**src/rtl/alu_exec_stage.sv**
```systemverilog
// alu_exec_stage: execute/writeback stage owning the 8x8 register file ahead of an external ALU
// Ports: clk/reset (sync, active-high); in_* decoded instruction with valid/ready;
//        alu_op/alu_a/alu_b drive the ALU from the execute register, alu_result returns;
//        out_* writeback entry (valid/ready), committed to the register file on retire.
// Option: ALU_EXEC_FWD_EN enables operand forwarding instead of hazard stalls.
module alu_exec_stage #(
    parameter int NREGS = 8
) (
    input  logic       clk,
    input  logic       reset,
    input  logic       in_valid,
    output logic       in_ready,
    input  logic [5:0] in_op,
    input  logic [2:0] in_rd,
    input  logic [2:0] in_rs1,
    input  logic [2:0] in_rs2,
    input  logic [7:0] in_imm,
    input  logic       in_use_imm,
    output logic [5:0] alu_op,
    output logic [7:0] alu_a,
    output logic [7:0] alu_b,
    input  logic [7:0] alu_result,
    output logic       out_valid,
    input  logic       out_ready,
    output logic [2:0] out_rd,
    output logic [7:0] out_data,
    output logic       out_zero
);
    logic       ex_valid, wb_valid;
    logic [5:0] ex_op;
    logic [7:0] ex_a, ex_b, wb_data;
    logic [2:0] ex_rd, wb_rd;
    logic [7:0] rf [NREGS];
    logic       wb_free, ex_adv, accept, retire, hazard_stall;
    logic [7:0] opa, opb;

    assign wb_free   = !wb_valid || out_ready;
    assign ex_adv    = ex_valid && wb_free;
    assign retire    = wb_valid && out_ready;
    assign in_ready  = (!ex_valid || ex_adv) && !hazard_stall;
    assign accept    = in_valid && in_ready;
    assign alu_op    = ex_op;
    assign alu_a     = ex_a;
    assign alu_b     = ex_b;
    assign out_valid = wb_valid;
    assign out_rd    = wb_rd;
    assign out_data  = wb_data;
    assign out_zero  = wb_data == 8'd0;

`ifdef ALU_EXEC_FWD_EN
    // youngest producer wins: EX result (still at the ALU) before WB data before the file
    function automatic logic [7:0] src(input logic [2:0] s);
        return s == 3'd0 ? 8'd0 :
               (ex_valid && ex_rd == s) ? alu_result :
               (wb_valid && wb_rd == s) ? wb_data : rf[s];
    endfunction
    assign hazard_stall = 1'b0;
`else
    // write-through keeps a same-cycle retire visible to the operand read
    function automatic logic [7:0] src(input logic [2:0] s);
        return s == 3'd0 ? 8'd0 : (retire && wb_rd == s) ? wb_data : rf[s];
    endfunction
    logic hz1, hz2;
    assign hz1 = in_rs1 != 3'd0 && ((ex_valid && ex_rd == in_rs1) || (wb_valid && wb_rd == in_rs1));
    assign hz2 = !in_use_imm && in_rs2 != 3'd0 &&
                 ((ex_valid && ex_rd == in_rs2) || (wb_valid && wb_rd == in_rs2));
    assign hazard_stall = hz1 || hz2;
`endif

    always_comb begin
        opa = src(in_rs1);
        opb = in_use_imm ? in_imm : src(in_rs2);
    end

    always_ff @(posedge clk) begin
        if (reset) begin
            ex_valid <= 1'b0;
            wb_valid <= 1'b0;
            ex_op    <= '0;
            ex_a     <= '0;
            ex_b     <= '0;
            ex_rd    <= '0;
            wb_data  <= '0;
            wb_rd    <= '0;
            for (int i = 0; i < NREGS; i++) rf[i] <= '0;
        end else begin
            if (accept) begin
                ex_valid <= 1'b1;
                ex_op    <= in_op;
                ex_a     <= opa;
                ex_b     <= opb;
                ex_rd    <= in_rd;
            end else if (ex_adv) begin
                ex_valid <= 1'b0;
            end
            if (ex_adv) begin
                wb_valid <= 1'b1;
                wb_data  <= alu_result;
                wb_rd    <= ex_rd;
            end else if (retire) begin
                wb_valid <= 1'b0;
            end
            if (retire && wb_rd != 3'd0) rf[wb_rd] <= wb_data;
        end
    end
endmodule

```
**config.mk**
```make
export PLATFORM = sky130hd
export DESIGN_NAME = alu_exec_stage
export DESIGN_NICKNAME = d
export VERILOG_FILES = /design/src/rtl/alu_exec_stage.sv
export SDC_FILE = /design/constraint.sdc
export NUM_CORES = 1
export LEC_CHECK = 0
export ABC_AREA = 1
export ABC_CLOCK_PERIOD_IN_PS = 1520
export CAP_MARGIN = 20
export CORE_ASPECT_RATIO = 1.75
export CORE_MARGIN = 2
export CORE_UTILIZATION = 51
export CTS_BUF_LIST = sky130_fd_sc_hd__clkbuf_8 sky130_fd_sc_hd__clkbuf_16
export DETAILED_ROUTE_END_ITERATION = 8
export PLACE_DENSITY = 0.79
export SLEW_MARGIN = 20
export SYNTH_ARGS = -nofsm -noshare
export SYNTH_HDL_FRONTEND = slang
export SYNTH_SLANG_ARGS = --single-unit
```
**constraint.sdc**
```tcl
create_clock -name clk -period 1.52 [get_ports clk]
set_input_delay 0.304 -clock clk [delete_from_list [all_inputs] [get_ports clk]]
set_output_delay 0.304 -clock clk [all_outputs]
set_load 0.005 [all_outputs]
```
==> results of run 1 <==
tightest hold or removal path, delay by kind of cell, from the launching register on:
family	cells	cell delay (ns)
flops	1	0.34
simple gates	2	0.10
metrics by stage:
stage	total power, mW	instance area, um^2	hold WS [ns]	setup TNS [ns]	instances
2_1_floorplan	3.96	5680	0.373	-1.67	791
3_3_place_gp	4.72	7110	0.467	-59.28	1041
3_5_place_dp	4.75	7110	0.476	-64.40	1041
4_1_cts	7.13	7870	0.488	-10.71	1073
5_1_grt	7.58	8500	0.504	-21.21	1078
6_report	7.37	8500	0.478	-14.05	1078
where the power goes:
group	total (mW)	internal (mW)	switching [mW]
clock	2.29	1.15	1.14
sequential	3.24	3.11	0.133
combinational	1.84	0.787	1.05
final timing paths:
check,to,slack [ns],depth (start not counted)
setup / recovery,in_ready,-0.29,11
hold / removal,alu_a[3]$_SDFFE_PP0P_,0.48,2
setup reg to reg,alu_a[7]$_SDFFE_PP0P_,-0.22,10
hold reg to reg,alu_a[3]$_SDFFE_PP0P_,0.48,2
cell usage in the layout, fill, tap and decap left out, types with 3 or more instances in the layout:
cell type and instances:
nand2_8 8, clkbuf_16 10, nand4_1 9, nand2_4 8
nor2_2 27, nand2_2 24, o21ai_0 16, dlymetal6s2s_1 10
buf_4 72, nand3_2 13, a31oi_1 4, dfxtp_2 16
a21oi_1 15, nor2_1 64, buf_8 3, nand3_1 87
inv_1 47, inv_4 8, clkdlybuf4s50_1 35, dfxtp_1 16
nand3_4 5, nor2_4 45, edfxtp_1 64, buf_6 15
or2_2 3, dfxtp_4 6, conb_1 8, buf_12 15
inv_2 9, dlygate4sd2_1 19, nand2_1 242, clkinv_1 5
registers in the layout, summed over array words and instances (netlist names):
| name | flops |
|---|---|
| alu_a | 8 |
| out_valid | 1 |
| alu_op | 6 |
| out_data | 8 |
| ex_rd | 3 |
| rf | 64 |
| out_rd | 3 |
| alu_b | 8 |
| ex_valid | 1 |
cell usage after synthesis, drive strengths merged:
library cell  instances  area share
nor2                136       0.096
buf                  19       0.025
dfxtp                38        0.13
inv                  64       0.043
a31oi                 4      0.0044
or2                   3      0.0033
a21oi                18       0.018
edfxtp               64        0.34
o21ai                17       0.015
nand4                10       0.014
nand3               104       0.098
conb                  1     0.00066
clkbuf               18       0.012
nand2               282        0.19
clkinv                6      0.0040
area by class of cell:
cell class	count	area, um^2	area share
Clock buffer	9	225	0.0265
Clock inverter	7	63.8	0.00751
Inverter	70	284	0.0334
Multi-Input combinational cell	583	3220	0.379
Sequential cell	102	2730	0.321
Tap cell	130	163	0.0191
Timing Repair Buffer	177	1810	0.213
logic make-up after synthesis:
group           synth area share
flops                      0.475
buf+inv                   0.0838
simple gates               0.403
compound gates            0.0374
other cells             0.000664
per-layer routing:
layer | track usage | up-vias
met5 | 0 | -
met4 | 0.259 | 0
met3 | 0.0561 | 159
met2 | 0.591 | 423
met1 | 0.340 | 2909
li1 | - | 2817
timing repair:
action	CTS	global route
buffers inserted	16	8
cloned	3	1
pin swaps	25	31
endpoints found under the setup margin	156	154
resized for setup	147	166
==> flow_metrics.py, run 1 <==
metrics = {
    "yosys": {
        "netlist_area_um2": 5650,
        "synthDistinctLibCells": 27,
        "ys_ff_latch": 102,
        "syn_inst": 784,
        "yosysWarnings": 0,
        "syn_avg_cell_area_um2": 7.20,
        "ys_seq_area_frac": 0.475,
    },
    "critical_path": {
        "crit_type": "input port to output port",
        "path_cells": "dlygate4sd2_1 -> inv_2 -> nand2_1 -> nand2_1 -> nor2_1 -> nand2_1 -> nand2_2 -> nand2_4 -> inv_4 -> nor2_4 -> buf_2",
        "cp_data_required_time_ns": 1.22,
        "cp-start-kind": "input port",
        "slowest_stage": "dlygate4sd2_1",
        "r2r-start": "out_rd[2]$_SDFFE_PP0P_",
        "worstPathMaxFanout": 4,
        "slowest_delay_ns": 0.37,
        "cp-startpoint": "in_rs1[2]",
        "cp_top_family": "buffers and inverters",
        "worst_setup_path_end_kind": "output port",
        "worstPathArrival_ns": 1.50,
        "critPathMostFrequentCell": "nand2_1",
        "cp_num_buf_inv": 4,
    },
    "min_path": {
        "hp-class": "flip-flop to flip-flop",
        "hp-start": "alu_a[3]$_SDFFE_PP0P_",
    },
    "layout": {
        "areaGrowthSynthToFinish_pct": 50.5,
        "postLayoutCoreUtil": 0.790,
        "fin_nets": 979,
        "final_layout_size_suffix_gt1_frac": 0.322,
        "diodes": 0,
        "nFillCells": 701,
    },
    "clocking": {
        "htreeDepth": 3,
        "cts_tree": "done",
        "ctsHoldBuffers": 0,
        "clock_latency_ns": 0.36,
        "cts-root-buf": "clkbuf_16",
        "cts-buffers-inserted": 9,
        "clock_path_buffers": 2,
        "clkSinkCount": 102,
        "clkTransAtPathRegs_ns": 0.07,
    },
    "timing": {
        "min_period_ns": 1.81,
        "maxSlewViolCount": 0,
        "hold_viol": 0,
        "fin_crit_sh": 1.19,
        "setup_viol": 140,
        "fmaxAchievable_ghz": 0.553,
        "rsz0062_at_grt": "true",
        "fin_ws_ns": -0.289,
        "skew_ns": 0.00929,
    },
    "route": {
        "wl_met1_mm": 6.94,
        "vias": 6308,
        "routed.top_layer": "met4",
        "wirelength_mm": 21.8,
        "drt_pass1_iterations": 6,
        "ant_nets": 0,
        "drt_first_iter_violations": 596,
        "routedWlPerCell_um": 20.2,
        "wl_met3_mm": 1.63,
        "viasPerCell": 5.85,
        "drc_errors": 0,
        "routed-wl-met2_mm": 11.0,
    },
    "flow_run": {
        "max_cap_violations": 0,
    },
    "power_and_ir_drop": {
        "p_leak_nw": 3.83,
        "powerDensity_nw_per_um2": 868,
        "ir_drop_mv": 0.700,
    },
    "grt": {
        "grt_pass1_vias": 5947,
        "track_usage": 0.331,
        "grt_pass1_wl_mm": 30.3,
        "grt_max_degree": 45,
        "antenna_found_initial": 0,
        "grt_remaining_overflow": 0,
    },
    "floorplan": {
        "io_pins": 72,
        "die_h_um": 143,
        "core-area_um2": 10800,
        "die_x_um": 83.5,
        "row_count": 50,
        "start_util": 0.525,
        "dieArea_um2": 12000,
    },
    "place": {
        "dp_slack_ns": -0.856,
        "place.detailed.hpwl_mm": 13.9,
        "portBuffers": 71,
        "place_congestion": 0.953,
    },
    "outcome": {
        "status": "finished, violations left",
        "violations": "negative setup slack",
    },
}
No activity file was read; power rests on OpenSTA's default activity.
==> inputs of run 2 (changes only) <==
- PLACE_DENSITY: 0.79 -> not set
- PLACE_DENSITY_LB_ADDON: not set -> 0.12
- SLEW_MARGIN: 20 -> not set
==> flow_metrics.py, run 2 (same netlist as run 1, synthesis figures left out) <==
metrics = {
    "timing": {
        "fin_ws_ns": -0.404,
        "rsz0062_at_grt": "true",
        "hold_viol": 0,
        "slew_headroom": 0.663,
        "worst_pin_slew_ns": 0.506,
        "min_period_ns": 1.92,
        "fmaxAchievable_ghz": 0.520,
        "fin_crit_sh": 1.27,
        "whs_ns": 0.479,
        "setup_viol": 128,
        "maxSlewViolCount": 0,
        "skew_ns": 0.00905,
    },
    "layout": {
        "final_layout_size_suffix_gt1_frac": 0.301,
        "largest_register": "rf",
        "final_cell_mix": "nand2_1, nand3_1, nor2_1, buf_4, edfxtp_1",
        "largest_reg_flops": 64,
        "layout_commonest_cell": "nand2_1",
        "final_design_area_no_fill_um2": 8310,
        "nFillCells": 741,
        "diodes": 0,
        "fin_nets": 973,
        "areaGrowthSynthToFinish_pct": 47.1,
    },
    "place": {
        "place_congestion": 1.00,
        "portBuffers": 71,
        "place.detailed.hpwl_mm": 13.5,
        "place_area_um2": 7050,
        "dp_slack_ns": -0.829,
    },
    "critical_path": {
        "r2r-start": "ex_rd[0]$_SDFFE_PP0P_",
        "r2r_setup_slack_ns": -0.25,
        "reg2regPathDepth": 13,
        "worst_setup_path_end_kind": "output port",
        "cp-start-kind": "input port",
        "slowest_delay_ns": 0.34,
        "crit_type": "input port to output port",
        "slowest_stage": "clkdlybuf4s15_1",
        "cp_num_buf_inv": 3,
        "cp_top_family": "simple AND/OR/NAND/NOR gates",
        "critPathMostFrequentCell": "nand2_1",
        "worstReg2RegEnd": "alu_b[2]$_SDFFE_PP0P_",
        "worstPathArrival_ns": 1.62,
        "cp_data_required_time_ns": 1.22,
        "worstPathMaxFanout": 5,
        "path_cells": "clkdlybuf4s15_1 -> inv_1 -> nand2_1 -> nand2_1 -> nor2_1 -> nand2_1 -> nand2_2 -> nand2_4 -> nand2_4 -> nor2_4 -> buf_2",
    },
    "clocking": {
        "clkSinkCount": 102,
        "clock_latency_ns": 0.36,
        "cts-root-buf": "clkbuf_16",
        "clkTransAtPathRegs_ns": 0.08,
        "cts_tree": "done",
        "htreeDepth": 3,
        "clock_path_buffers": 2,
        "cts-buffers-inserted": 9,
        "ctsHoldBuffers": 0,
    },
    "grt": {
        "grt_remaining_overflow": 0,
        "grt_max_degree": 45,
        "antenna_found_initial": 0,
        "track_usage": 0.337,
        "grt_pass1_vias": 5973,
        "grt_pass1_wl_mm": 30.8,
    },
    "outcome": {
        "violations": "negative setup slack",
        "status": "finished, violations left",
    },
    "power_and_ir_drop": {
        "pwr-share-seq": 0.440,
        "p_int_mw": 5.00,
        "switching_share": 0.319,
        "p_leak_nw": 3.81,
        "clkPwrFrac": 0.321,
        "powerDensity_nw_per_um2": 885,
        "ir_drop_mv": 0.662,
        "power_mw": 7.35,
        "p_sw_mw": 2.35,
        "power_frac_comb": 0.239,
    },
    "floorplan": {
        "start_util": 0.525,
        "die_x_um": 83.5,
        "row_count": 50,
        "dieArea_um2": 12000,
        "core-area_um2": 10800,
        "io_pins": 72,
        "die_h_um": 143,
    },
    "min_path": {
        "hp-start": "alu_a[4]$_SDFFE_PP0P_",
        "min_path_cells": 2,
        "hp-class": "flip-flop to flip-flop",
        "min_to": "alu_a[4]$_SDFFE_PP0P_",
    },
    "route": {
        "drt_pass1_iterations": 8,
        "wirelength_mm": 21.6,
        "ant_nets": 0,
        "routedWlPerCell_um": 20.1,
        "viasPerCell": 5.86,
        "vias": 6286,
        "drc_errors": 0,
        "drt_first_iter_violations": 696,
    },
    "flow_run": {
        "max_cap_violations": 0,
    },
}
-- run 2: cell types whose count changed in the layout (fill, tap and decap cells not counted), moves of 4 or more --
cell / previous run / this run
nor2_4: 45 / 36
nor2_1: 64 / 73
dfxtp_1: 16 / 20
buf_6: 15 / 11
dfxtp_2: 16 / 11
buf_12: 15 / 10
-- run 2: worst max-delay path by stage --
| stage | start | end | slack (ns) | cells after the start |
|---|---|---|---|---|
| floorplan | out_valid$_SDFFE_PP0P_ | rf[2][0]$_SDFFCE_PN0P_ | -0.05 | 6 |
| global placement | in_rs2[1] | in_ready | -0.81 | 8 |
| detailed placement | in_rs2[1] | in_ready | -0.83 | 8 |
| CTS | out_rd[0]$_SDFFE_PP0P_ | in_ready | -0.21 | 9 |
| global route | in_rs2[2] | in_ready | -0.36 | 11 |
| finish | in_rs2[2] | in_ready | -0.40 | 11 |
-- run 2: power groups by stage --
stage | Clock [mW] | Combinational, mW | Sequential [mW]
final | 2.36 | 1.76 | 3.23
after detailed placement | 0 | 1.44 | 3.27
after global placement | 0 | 1.42 | 3.27
after CTS | 2.32 | 1.55 | 3.21
after global routing | 2.45 | 1.88 | 3.25
after floorplan | 0 | 0.707 | 3.25
-- run 2: layer usage --
| layer | routed length [um] | vias up | track usage |
|---|---|---|---|
| li1 | - | 2802 | - |
| met1 | 7100 | 2871 | 0.379 |
| met2 | 10700 | 466 | 0.591 |
| met3 | 1900 | 147 | 0.0486 |
| met4 | 1840 | 0 | 0.224 |
| met5 | 0 | - | 0 |
-- run 2: cell type report --
| type | instances | area [um^2] | share of cell area |
|---|---|---|---|
| Clock inverter | 7 | 66.3 | 0.00798 |
| Inverter | 70 | 282 | 0.0339 |
| Multi-Input combinational cell | 583 | 3170 | 0.381 |
| Timing Repair Buffer | 171 | 1680 | 0.203 |
| Clock buffer | 9 | 225 | 0.0271 |
| Sequential cell | 102 | 2720 | 0.328 |
| Tap cell | 130 | 163 | 0.0196 |
-- run 2: per-stage QoR --
stage	TNS, ns	std cells	utilization
3_5_place_dp	-59.12	1040	0.655
2_1_floorplan	-1.67	791	-
5_1_grt	-19.28	1072	0.772
3_3_place_gp	-56.75	1040	0.655
4_1_cts	-1.91	1066	0.715
6_report	-15.10	1072	0.772
-- run 2: what timing repair did --
action | CTS | global route
endpoints found under the hold margin | 0 | 0
gates cloned | 2 | 1
buffers inserted | 11 | 8
gates resized for setup | 120 | 173
pin swaps | 20 | 20
endpoints found under the setup margin | 157 | 141
-- run 2: worst register-to-register path, delay by kind of cell (launching register included) --
family | cells | cell delay (ns)
AND/OR/NAND/NOR | 9 | 0.77
buffers and inverters | 4 | 0.53
flip-flops | 1 | 0.37
==> inputs of run 3 (changes only) <==
- CORE_MARGIN: 2 -> 5
==> flow_metrics.py, run 3 (same netlist as run 1, synthesis figures left out) <==
metrics = {
    "layout": {
        "final_cell_mix": "nand2_1, nor2_1, nand3_1",
        "postLayoutCoreUtil": 0.734,
        "largest_register": "rf",
        "layout_commonest_cell": "nand2_1",
        "largest_reg_flops": 64,
        "areaGrowthSynthToFinish_pct": 42.7,
        "fin_nets": 973,
        "diodes": 0,
        "final_layout_size_suffix_gt1_frac": 0.246,
    },
    "critical_path": {
        "worstReg2RegEnd": "alu_b[6]$_SDFFE_PP0P_",
        "path_cells": "inv_4 -> nand2_1 -> inv_1 -> nor2_2 -> nand2_1 -> nand2_2 -> nand2_4 -> nand2_2 -> nor2_4 -> buf_2",
        "slowest_stage": "dfxtp_4",
        "cp_num_buf_inv": 3,
        "cp-startpoint": "out_rd[2]$_SDFFE_PP0P_",
        "worst_setup_path_end_kind": "output port",
        "slowest_delay_ns": 0.41,
        "crit_type": "flip-flop to output port",
        "cp_data_required_time_ns": 1.22,
        "cp-start-kind": "flip-flop",
        "reg2regPathDepth": 13,
        "worstPathArrival_ns": 1.48,
        "cp_top_family": "simple AND/OR/NAND/NOR gates",
        "r2r-start": "out_rd[1]$_SDFFE_PP0P_",
        "r2r_setup_slack_ns": -0.25,
        "worstPathMaxFanout": 5,
    },
    "route": {
        "ant_nets": 0,
        "drt_first_iter_violations": 541,
        "routedWlPerCell_um": 19.5,
        "viasPerCell": 5.69,
        "wirelength_mm": 21.0,
        "vias": 6112,
        "drt_pass1_iterations": 7,
        "drc_errors": 0,
    },
    "place": {
        "place.detailed.hpwl_mm": 14.4,
        "portBuffers": 71,
        "place_congestion": 0.984,
    },
    "clocking": {
        "clock_latency_ns": 0.36,
        "clkSinkCount": 102,
        "cts-root-buf": "clkbuf_16",
        "cts-buffers-inserted": 9,
        "clkTransAtPathRegs_ns": 0.07,
        "cts_tree": "done",
        "clock_path_buffers": 2,
        "htreeDepth": 3,
    },
    "power_and_ir_drop": {
        "ir_drop_mv": 0.757,
        "p_leak_nw": 3.85,
        "switching_share": 0.297,
        "powerDensity_nw_per_um2": 915,
        "pwr-share-seq": 0.438,
        "p_int_mw": 5.18,
        "p_sw_mw": 2.19,
        "clkPwrFrac": 0.329,
        "power_frac_comb": 0.233,
    },
    "floorplan": {
        "start_util": 0.514,
        "die_h_um": 149,
        "row_count": 51,
        "io_pins": 72,
        "dieArea_um2": 13400,
        "die_x_um": 89.5,
        "core-area_um2": 11000,
    },
    "timing": {
        "hold_viol": 0,
        "rsz0062_at_grt": "true",
        "maxSlewViolCount": 0,
        "fin_crit_sh": 1.17,
        "setup_viol": 49,
        "skew_ns": 0.00809,
        "min_period_ns": 1.78,
        "fmaxAchievable_ghz": 0.561,
        "whs_ns": 0.481,
        "fin_ws_ns": -0.263,
    },
    "grt": {
        "grt_pass1_vias": 6104,
        "track_usage": 0.314,
        "antenna_found_initial": 0,
        "grt_pass1_wl_mm": 31.1,
        "grt_remaining_overflow": 0,
        "grt_max_degree": 36,
    },
    "min_path": {
        "min_to": "alu_op[5]$_SDFFE_PP0P_",
        "hp-class": "flip-flop to flip-flop",
        "hp-start": "alu_op[5]$_SDFFE_PP0P_",
        "min_path_cells": 2,
    },
    "outcome": {
        "status": "finished, violations left",
        "violations": "negative setup slack",
    },
    "flow_run": {
        "max_cap_violations": 0,
    },
}
run 3: worst max-delay path by stage:
stage                             end  slack, ns  cells past startpoint
6_report                     in_ready      -0.26                     10
5_1_grt         alu_b[6]$_SDFFE_PP0P_      -0.33                     13
4_1_cts                      in_ready      -0.24                     10
3_5_place_dp                 in_ready      -0.79                     10
3_3_place_gp                 in_ready      -0.77                     10
2_1_floorplan  rf[2][0]$_SDFFCE_PN0P_      -0.05                      6
run 3: final cells by class:
cell class / count / area [um^2]
Tap cell: 132 / 165
Timing Repair Buffer: 171 / 1700
Multi-Input combinational cell: 583 / 2870
Fill cell: 887 / 2920
Clock buffer: 11 / 275
Sequential cell: 102 / 2720
Inverter: 70 / 282
Clock inverter: 5 / 38.8
run 3: repair_timing:
action                                  CTS  global route
hold buffers                              0             0
endpoints found under the setup margin  160           144
gates cloned                              3             2
pin swaps                                 9            28
resized for setup                       112            87
buffers inserted                          6             3
endpoints found under the hold margin     0             0
run 3: worst register-to-register path, cell delays in order (launching register included):
cell and delay (ns):
dfxtp_4 0.38, inv_4 0.09, nand2_2 0.07, nand2_4 0.08, nor2_1 0.04, nand2_1 0.06, nand2_2 0.07, nand2_4 0.08
buf_4 0.12, nand4_4 0.17, buf_12 0.19, buf_16 0.13, nor2_1 0.14, nor2_2 0.05
run 3: through the flow:
stage / setup TNS (ns) / std cells / area (um^2) / power [mW] / setup slack (ns)
floorplan: -1.67 / 791 / 5680 / 3.96 / -0.0460
global placement: -59.67 / 1044 / 7090 / 4.71 / -0.772
detailed placement: -61.45 / 1044 / 7090 / 4.74 / -0.788
CTS: -2.26 / 1069 / 7690 / 7.22 / -0.241
global route: -8.32 / 1074 / 8060 / 7.63 / -0.334
finish: -4.64 / 1074 / 8060 / 7.37 / -0.263
run 3: power groups by stage:
| stage | clock network [mW] | registers, mW | logic, mW |
|---|---|---|---|
| 4_1_cts | 2.45 | 3.22 | 1.55 |
| 3_5_place_dp | 0 | 3.27 | 1.47 |
| 5_1_grt | 2.55 | 3.24 | 1.84 |
| 6_report | 2.43 | 3.23 | 1.71 |
| 3_3_place_gp | 0 | 3.27 | 1.44 |
| 2_1_floorplan | 0 | 3.25 | 0.707 |
run 3: routing by layer:
layer / GRT usage / vias to the layer above / share of wire
met4: 0.197 / 0 / 0.059
met2: 0.537 / 342 / 0.52
met1: 0.343 / 2884 / 0.35
li1: - / 2805 / -
met3: 0.0603 / 81 / 0.075
met5: 0 / - / 0
